## config.mk

```make
export PLATFORM = sky130hd
export DESIGN_NAME = fifo_stream_reader
export DESIGN_NICKNAME = d
export VERILOG_FILES = /design/src/rtl/fifo_stream_reader.sv
export SDC_FILE = /design/constraint.sdc
export NUM_CORES = 1
export LEC_CHECK = 0
export ABC_AREA = 1
export CAP_MARGIN = 25
export CORE_MARGIN = 5
export CORE_UTILIZATION = 30
export DETAILED_ROUTE_END_ITERATION = 8
export PLACE_DENSITY = 0.55
export SLEW_MARGIN = 20
export SYNTH_ARGS = -nofsm -noshare
export SYNTH_HDL_FRONTEND = slang
export SYNTH_SLANG_ARGS = --single-unit
```

## constraint.sdc

```tcl
create_clock -name clock -period 1.35 [get_ports clock]
set_input_delay 0.27 -clock clock [delete_from_list [all_inputs] [get_ports clock]]
set_output_delay 0.27 -clock clock [all_outputs]
set_load 0.02 [all_outputs]
```

## src/rtl/fifo_stream_reader.sv

```systemverilog
// rtl/fifo_stream_reader.sv - FIFO read-side controller with a 2-entry buffer onto a valid/ready stream
// Absorbs the FIFO's registered read latency while sustaining one word per cycle.
module fifo_stream_reader #(
  parameter int data_width  = 8,
  parameter int count_width = 16
) (
  input  logic                   clock,
  input  logic                   reset,
  input  logic                   fifo_empty,
  input  logic [data_width-1:0]  fifo_data,
  output logic                   fifo_read_enable,
  output logic [data_width-1:0]  out_data,
  output logic                   out_valid,
  input  logic                   out_ready,
  output logic [count_width-1:0] word_count
);

  logic [data_width-1:0]  r_mem [2];
  logic                   r_head;
  logic                   r_tail;
  logic                   r_inflight;
  logic [1:0]             r_occ;
  logic [count_width-1:0] r_count;

  logic       w_pop;
  logic [1:0] w_level;
  logic       w_has_room;

  assign out_valid  = reset && (r_occ != 2'd0);
  assign out_data   = out_valid ? r_mem[r_head] : '0;
  assign word_count = r_count;
  assign w_pop      = out_valid && out_ready;

  // Words already held plus the one arriving next cycle must never exceed the two slots.
  assign w_level          = r_occ + {1'b0, r_inflight};
  assign w_has_room       = (w_level < 2'd2) || ((w_level == 2'd2) && w_pop);
  assign fifo_read_enable = reset && !fifo_empty && w_has_room;

  always_ff @(posedge clock) begin
    if (!reset) begin
      r_mem[0]   <= '0;
      r_mem[1]   <= '0;
      r_head     <= 1'b0;
      r_tail     <= 1'b0;
      r_inflight <= 1'b0;
      r_occ      <= 2'd0;
      r_count    <= '0;
    end else begin
      r_inflight <= fifo_read_enable;
      if (r_inflight) begin
        r_mem[r_tail] <= fifo_data;
        r_tail        <= ~r_tail;
      end
      if (w_pop) begin
        r_head  <= ~r_head;
        r_count <= r_count + {{(count_width-1){1'b0}}, 1'b1};
      end
      r_occ <= r_occ + {1'b0, r_inflight} - {1'b0, w_pop};
    end
  end

endmodule

```

==> results of run 1 <==
## how the worst min path moves through the flow
stage / end / from
floorplan: r_inflight / fifo_empty
global placement: r_tail / r_tail
detailed placement: r_tail / r_tail
CTS: r_tail / r_tail
global route: r_tail / r_tail
finish: r_tail / r_tail
## worst reg2reg max path: stages (launching register included)
cell and delay (ns):
dfxtp_4 0.38, buf_4 0.11, inv_1 0.04, nand2_2 0.06, nand3_4 0.14, nor2_8 0.24
nand2_4 0.08, nor3_2 0.10, nor2_1 0.05
## kinds of logic after synthesis
group | after synthesis
simple gates | 113
compound gates | 15
buf+inv | 42
xor+xnor | 5
fa+ha+maj | 3
mux | 8
flops | 38
## cell type report
class / count / area (sq um)
tap: 77 / 96.3
clock buffer: 6 / 72.6
timing repair buffer: 76 / 699
fill: 616 / 3280
multi-input combinational: 144 / 1000
sequential: 38 / 938
inverter: 38 / 143
clock inverter: 2 / 8.76
## stage by stage
| stage | utilization (%) | instance area, sq um | cells | hold slack, ns |
|---|---|---|---|---|
| floorplan | - | 1920 | 224 | 0.343 |
| detailed placement | 42.5 | 2650 | 369 | 0.473 |
| finish | 47.5 | 2960 | 381 | 0.476 |
| CTS | 45.7 | 2850 | 381 | 0.483 |
| global placement | 42.5 | 2650 | 369 | 0.456 |
| global route | 47.5 | 2960 | 381 | 0.497 |
## placed cells by master, fill, tap and decap left out, types with 3 or more instances in the layout
cell,n
a21oi_1,6
buf_12,3
buf_4,30
buf_6,16
clkbuf_2,4
clkbuf_8,5
clkdlybuf4s50_1,9
dfxtp_1,16
dfxtp_4,4
dlygate4sd2_1,13
edfxtp_1,16
ha_4,3
inv_1,27
inv_2,11
mux2_4,8
nand2_1,30
nand2_2,12
nand2_4,3
nand3_1,8
nand3_2,3
nand4_1,3
nor2_1,38
nor2_2,3
o21ai_2,3
## layer usage
metal / vias up / global-route usage, % / wire, microns
li1: 863 / - / -
met1: 729 / 14.1 / 1970
met2: 34 / 18.9 / 2010
met3: 7 / 3.10 / 224
met4: 0 / 5.55 / 74
met5: - / 0 / 0
## registers in the layout, summed over array words and instances, names as in the netlist, named ones only
signal      cells
r_head          1
word_count     16
r_tail          1
r_mem          16
r_inflight      1
r_occ           2
## power by group
part	switching (mW)	internal (mW)
Combinational	0.316	0.357
Clock	0.380	0.355
Sequential	0.0413	1.26
Total	0.737	1.97
## repair_timing
| action | in CTS | in global routing |
|---|---|---|
| endpoints found under the setup margin | 49 | 27 |
| pin swaps | 13 | 18 |
| hold buffers | 0 | 0 |
| buffers inserted | 3 | 1 |
| cloned | 1 | 0 |
| gates resized for setup | 117 | 31 |
==> summary.md, run 1 <==
| Metric | Value |
|---|---|
| Antenna Diode Count | `0` |
| Number of global-route vias before repair | `around 1600` |
| Avg Synthesized Cell Area | `8.48 sq um` |
| Area overhead of the layout relative to synthesis | `55.9%` |
| RR Startpoint | `r_occ[0]` |
| Top cells by area, synth | `edfxtp_1 25%, dfxtp_1 23%, nor2_1 7.9%, nand2_1 7.5%, inv_1 7.3%` |
| Failing checks | `negative setup slack` |
| CTS tree | `built` |
| Compound-cell area share of the yosys netlist | `around 4.3%` |
| Final global-route overflow total | `0` |
| Setup slack of the worst register-to-register path | `0.04 ns` |
| Capturing element type of the critical path | `primary output` |
| Clock slew seen by the registers of the worst setup and hold paths | `0.07 ns` |
| Relative max-transition margin | `77.5%` |
| Final setup violating endpoints | `10` |
| Crit Path Max Fanout | `3` |
| Number of remaining DRC errors | `0` |
| Number of primary I/O pins | `38` |
| Die Height | `around 90 microns` |
| Slew at the pin with the worst max-slew slack | `approximately 0.34 ns` |
| Status | `finished with violations` |
| Final critical-path share of the clock period | `121%` |
| Worst-Skew Late Latency | `roughly 0.28 ns` |
| X dimension of the die | `89.6 microns` |
| Multiplexer area fraction after synthesis | `4.74%` |
| Crit. Startpoint | `r_occ[0]` |
| Fin Setup TNS | `-2.04 ns` |
| Final Slew Violations | `0` |
| Number of buffers created by CTS | `5` |
| Number of cells on the worst hold path | `2` |
| Category of the critical setup timing path | `reg2out` |
| GPL Wtd Cong | `0.724` |
| Final Hold Viols | `0` |
| H-tree depth reported by CTS | `2` |
| Vias | `1633` |
| Overall Power | `between 2 and 3 mW` |
| GRT Resource Usage Total | `11.6%` |
| Total number of placement rows | `29` |
| IR drop worst, VDD | `0.397 mV` |
| Share of synthesized cell area in full adder, half adder and majority cells | `1.97%` |
| Cell with the most instances after synthesis | `nor2_1` |
| Worst setup path endpoint | `fifo_read_enable` |
| Number of cells on the worst reg-to-reg path | `8` |
| Buffers on Ports | `37` |
| Crit path DAT | `~1.4 ns` |
| Endpoint of the worst register-to-register path | `word_count[10]` |
| Main synth FF type | `dfxtp_1` |
| WP buf/inv | `1` |
| Deepest clock path buffer count | `2` |
| Worst EP required | `1.08 ns` |
| Power density over the cells | `914 nW/um^2` |
| Crit path launch type | `flop` |
| Minimum setup slack after placement | `-0.933 ns` |
| Final ANT Viol Nets | `0` |
| Largest net degree at the start of global routing | `20` |
| RSZ-0062 raised after global routing | `yes` |
| Crit path depth | `4` |
| Overall die area | `8030 sq um` |
| Sink Count | `38` |
| Total nets after synthesis | `approximately 240` |
| NumNets Final | `between 300 and 400` |
| Final period demand of the worst path | `about 1.6 ns` |
| Starting DRC count in detailed routing | `29` |
| Global-route wire length before repair | `7100 microns` |
| Sequential area share after synthesis | `48.5%` |
| Maximum Capacitance Violations | `0` |
| Clock skew after layout | `0.00601 ns` |
| Initial core utilization | `30.5%` |
| Cells along the critical path | `ha_4 > xor2_4 > a211oi_4 > buf_6` |
| Area of the mapped netlist | `1900 sq um` |
| Detailed-placement wirelength estimate | `about 3000 microns` |
| Fraction of synthesized cell area taken by the top area cell type | `25.3%` |
| Number of detailed-route iterations in the first pass | `4` |
| Worst min path class | `reg2reg` |
| Core area | `between 6000 and 7000 sq um` |
| Post-synthesis cell count | `around 220` |
| Count of yosys warnings during synthesis | `0` |
| Overall routed net length | `about 4300 microns` |
| Stage delay of the slowest cell on the critical path | `0.37 ns` |
| Share of async-settable or async-resettable flops after synthesis | `0%` |
| EDFF count, synth | `16` |
| Master of the slowest instance on the critical path | `dfxtp_4` |
| Distinct cells, synth | `31` |
| CTS root buf | `clkbuf_8` |
| Number of antenna violations at the first check in global routing | `0` |
| Xor and xnor area share after synthesis | `2.30%` |
| Setup ws final | `-0.280 ns` |
| CP delay by family, top | `flip-flops` |
| Vias per Instance | `4.29` |
| Commonest cells post-synth | `40 x nor2_1, 38 x nand2_1, 37 x inv_1` |
| Average wire per cell in the routed design | `11.2 microns` |
| Cell accounting for the most synthesized area | `edfxtp_1` |
| Combinational family with the most area after synthesis | `simple AND/OR/NAND/NOR gates` |
| Highest Clock Rate | `0.614 GHz` |
| Register bit count reported by yosys | `38` |
| Total leakage power | `1.42 nW` |
| Share of final-layout standard cells stronger than drive strength 1 | `40.8%` |
| Fraction of the mapped netlist area in simple logic gates | `just under 30%` |
Note: power is estimated with default switching activity, not from simulation.
==> inputs of run 2 (changes only) <==
--- a/config.mk
+++ b/config.mk
@@ -7,7 +7,6 @@
 export LEC_CHECK = 0
 export ABC_AREA = 1
 export CAP_MARGIN = 25
-export CORE_MARGIN = 5
 export CORE_UTILIZATION = 30
 export DETAILED_ROUTE_END_ITERATION = 8
 export PLACE_DENSITY = 0.55
@@ -15,3 +14,4 @@
 export SYNTH_ARGS = -nofsm -noshare
 export SYNTH_HDL_FRONTEND = slang
 export SYNTH_SLANG_ARGS = --single-unit
+export TNS_END_PERCENT = 100
==> run 2 against run 1 <==
- the run still ends with negative setup slack left
- largest cell class unchanged
- power increased by 8.8%
- cell area grew 0.72%
- critical endpoint unchanged
- highest routed layer unchanged
- routed wire length down 0.16%
==> summary.md, run 2 (synthesis gave the netlist of run 1 again) <==
| Metric | Value |
|---|---|
| Overall routed net length | `approximately 4300 microns` |
| Number of buffers created by CTS | `5` |
| RR Startpoint | `r_occ[1]` |
| CTS tree | `built` |
| Highest Clock Rate | `0.606 GHz` |
| Largest net degree at the start of global routing | `20` |
| Total length of routed met3 wires | `202 microns` |
| Top routing layer in use | `met4` |
| Core area | `roughly 6000 sq um` |
| Most frequent standard cell in the layout excluding fill and tap cells | `nor2_1` |
| Failing checks | `negative setup slack` |
| Crit path DAT | `1.38 ns` |
| Total number of placement rows | `28` |
| Area overhead of the layout relative to synthesis | `57.0%` |
| Status | `finished with violations` |
| Routed met1 length | `1860 microns` |
| Worst min path class | `reg2reg` |
| GRT Resource Usage Total | `approximately 14%` |
| Capturing element type of the critical path | `primary output` |
| Detailed-placement wirelength estimate | `2880 microns` |
| H-tree depth reported by CTS | `2` |
| Starting DRC count in detailed routing | `51` |
| Final Slew Violations | `0` |
| Setup slack of the worst register-to-register path | `-0.03 ns` |
| Number of remaining DRC errors | `0` |
| Filler Cell Count | `613` |
| Category of the critical setup timing path | `reg2out` |
| Number of antenna violations at the first check in global routing | `0` |
| CTS root buf | `clkbuf_8` |
| Final setup violating endpoints | `14` |
| Worst EP required | `1.08 ns` |
| Crit path launch type | `flop` |
| Initial core utilization | `31.5%` |
| Die Height | `81.6 microns` |
| Antenna Diode Count | `0` |
| Vias per Instance | `4.33` |
| Final critical-path share of the clock period | `122%` |
| GPL Wtd Cong | `a little over 0.7` |
| Crit Path Max Fanout | `3` |
| Hold Buf Count CTS | `0` |
| Worst-Skew Late Latency | `slightly below 0.3 ns` |
| Overall Power | `2.95 mW` |
| Number of global-route vias before repair | `1585` |
| Final Hold Viols | `0` |
| Endpoint of the worst register-to-register path | `word_count[8]` |
| Overall die area | `6660 sq um` |
| Setup ws final | `-0.301 ns` |
| Share of final-layout standard cells stronger than drive strength 1 | `39.9%` |
| X dimension of the die | `roughly 80 microns` |
| IR drop worst, VDD | `around 0.51 mV` |
| Crit. Startpoint | `r_occ[0]` |
| Placed standard-cell area | `2660 sq um` |
| Worst setup path endpoint | `fifo_read_enable` |
| Vias | `1637` |
| Commonest non-fill, non-tap cells in the layout | `39 x nor2_1, 30 x nand2_1, 28 x buf_4` |
| RSZ-0062 raised after global routing | `yes` |
| Number of detailed-route iterations in the first pass | `4` |
| Post-route cell area | `between 2000 and 3000 sq um` |
| Clock skew after layout | `0.00835 ns` |
| Deepest clock path buffer count | `2` |
| Relative max-transition margin | `77.6%` |
| Buffers on Ports | `37` |
| Core occupancy in the finished layout | `49.5%` |
| Slew at the pin with the worst max-slew slack | `roughly 0.33 ns` |
| Maximum Capacitance Violations | `0` |
| NumNets Final | `317` |
| Final global-route overflow total | `0` |
| Final ANT Viol Nets | `0` |
| Number of primary I/O pins | `38` |
| Average wire per cell in the routed design | `11.3 microns` |
| Sink Count | `38` |
| Number of cells on the worst reg-to-reg path | `9` |
| Clock slew seen by the registers of the worst setup and hold paths | `0.08 ns` |
| Met2 wire len | `2180 microns` |
| Final period demand of the worst path | `1.65 ns` |
| Global-route wire length before repair | `a little over 7000 microns` |
| Power density over the cells | `~990 nW/um^2` |
| Total leakage power | `around 1.5 nW` |
==> run 2: cell types whose count changed in the layout (fill, tap and decap cells not counted), sizes merged <==
cell,change
buf,-1
clkinv,-2
clkdlybuf4s15,+1
clkinvlp,+2
clkbuf,-2
bufinv,+1
==> run 2: per-stage QoR <==
step           setup slack [ns]  cells  setup TNS [ns]  hold slack (ns)
2_1_floorplan           -0.0393    224          -0.337            0.343
3_3_place_gp             -0.875    366          -23.42            0.460
3_5_place_dp             -0.911    366          -24.24            0.496
4_1_cts                  -0.298    378           -2.45            0.508
5_1_grt                  -0.361    378           -3.73            0.536
6_report                 -0.301    378           -2.36            0.501
==> run 2: per-layer routing <==
| metal | GRT usage (%) | up-vias |
|---|---|---|
| li1 | - | 863 |
| met3 | 3.56 | 4 |
| met5 | 0 | - |
| met2 | 24.6 | 38 |
| met1 | 17.2 | 732 |
| met4 | 4.74 | 0 |
==> run 2: worst min path at each step <==
stage / startpoint / to / slack (ns) / depth (start not counted)
after floorplan: fifo_empty / r_inflight / 0.34 / 1
after global placement: r_tail / r_tail / 0.46 / 2
after detailed placement: r_head / flop / 0.50 / 2
after CTS: r_tail / r_tail / 0.51 / 2
after global routing: r_tail / r_tail / 0.54 / 2
final: r_tail / r_tail / 0.50 / 2
==> run 2: worst max-delay path, cell delays in order, from the launching register on <==
cell,delay (ns)
dfxtp_4,0.37
ha_4,0.17
xor2_4,0.16
a211oi_4,0.24
buf_6,0.14
==> run 2: layout make-up <==
cell class | instances | area [sq um] | area share (%)
clock buffer | 5 | 68.8 | 2.31
clock inverter | 3 | 45.0 | 1.51
inverter | 38 | 145 | 4.86
multi-input combinational | 144 | 995 | 33.3
sequential | 38 | 936 | 31.4
tap | 75 | 93.8 | 3.14
timing repair buffer | 75 | 701 | 23.5
==> run 2: report_power, final <==
| part | switching (mW) | leakage (nW) | internal, mW |
|---|---|---|---|
| combinational | 0.325 | 1.05 | 0.357 |
| clock | 0.418 | 0.0504 | 0.549 |
| sequential | 0.0382 | 0.348 | 1.26 |
| total | 0.781 | 1.45 | 2.16 |
==> run 2: what timing repair did <==
action,CTS,global route
gates resized for setup,121,28
cloned,1,0
setup endpoints to repair,52,28
pin swaps,19,6
setup buffers,3,2
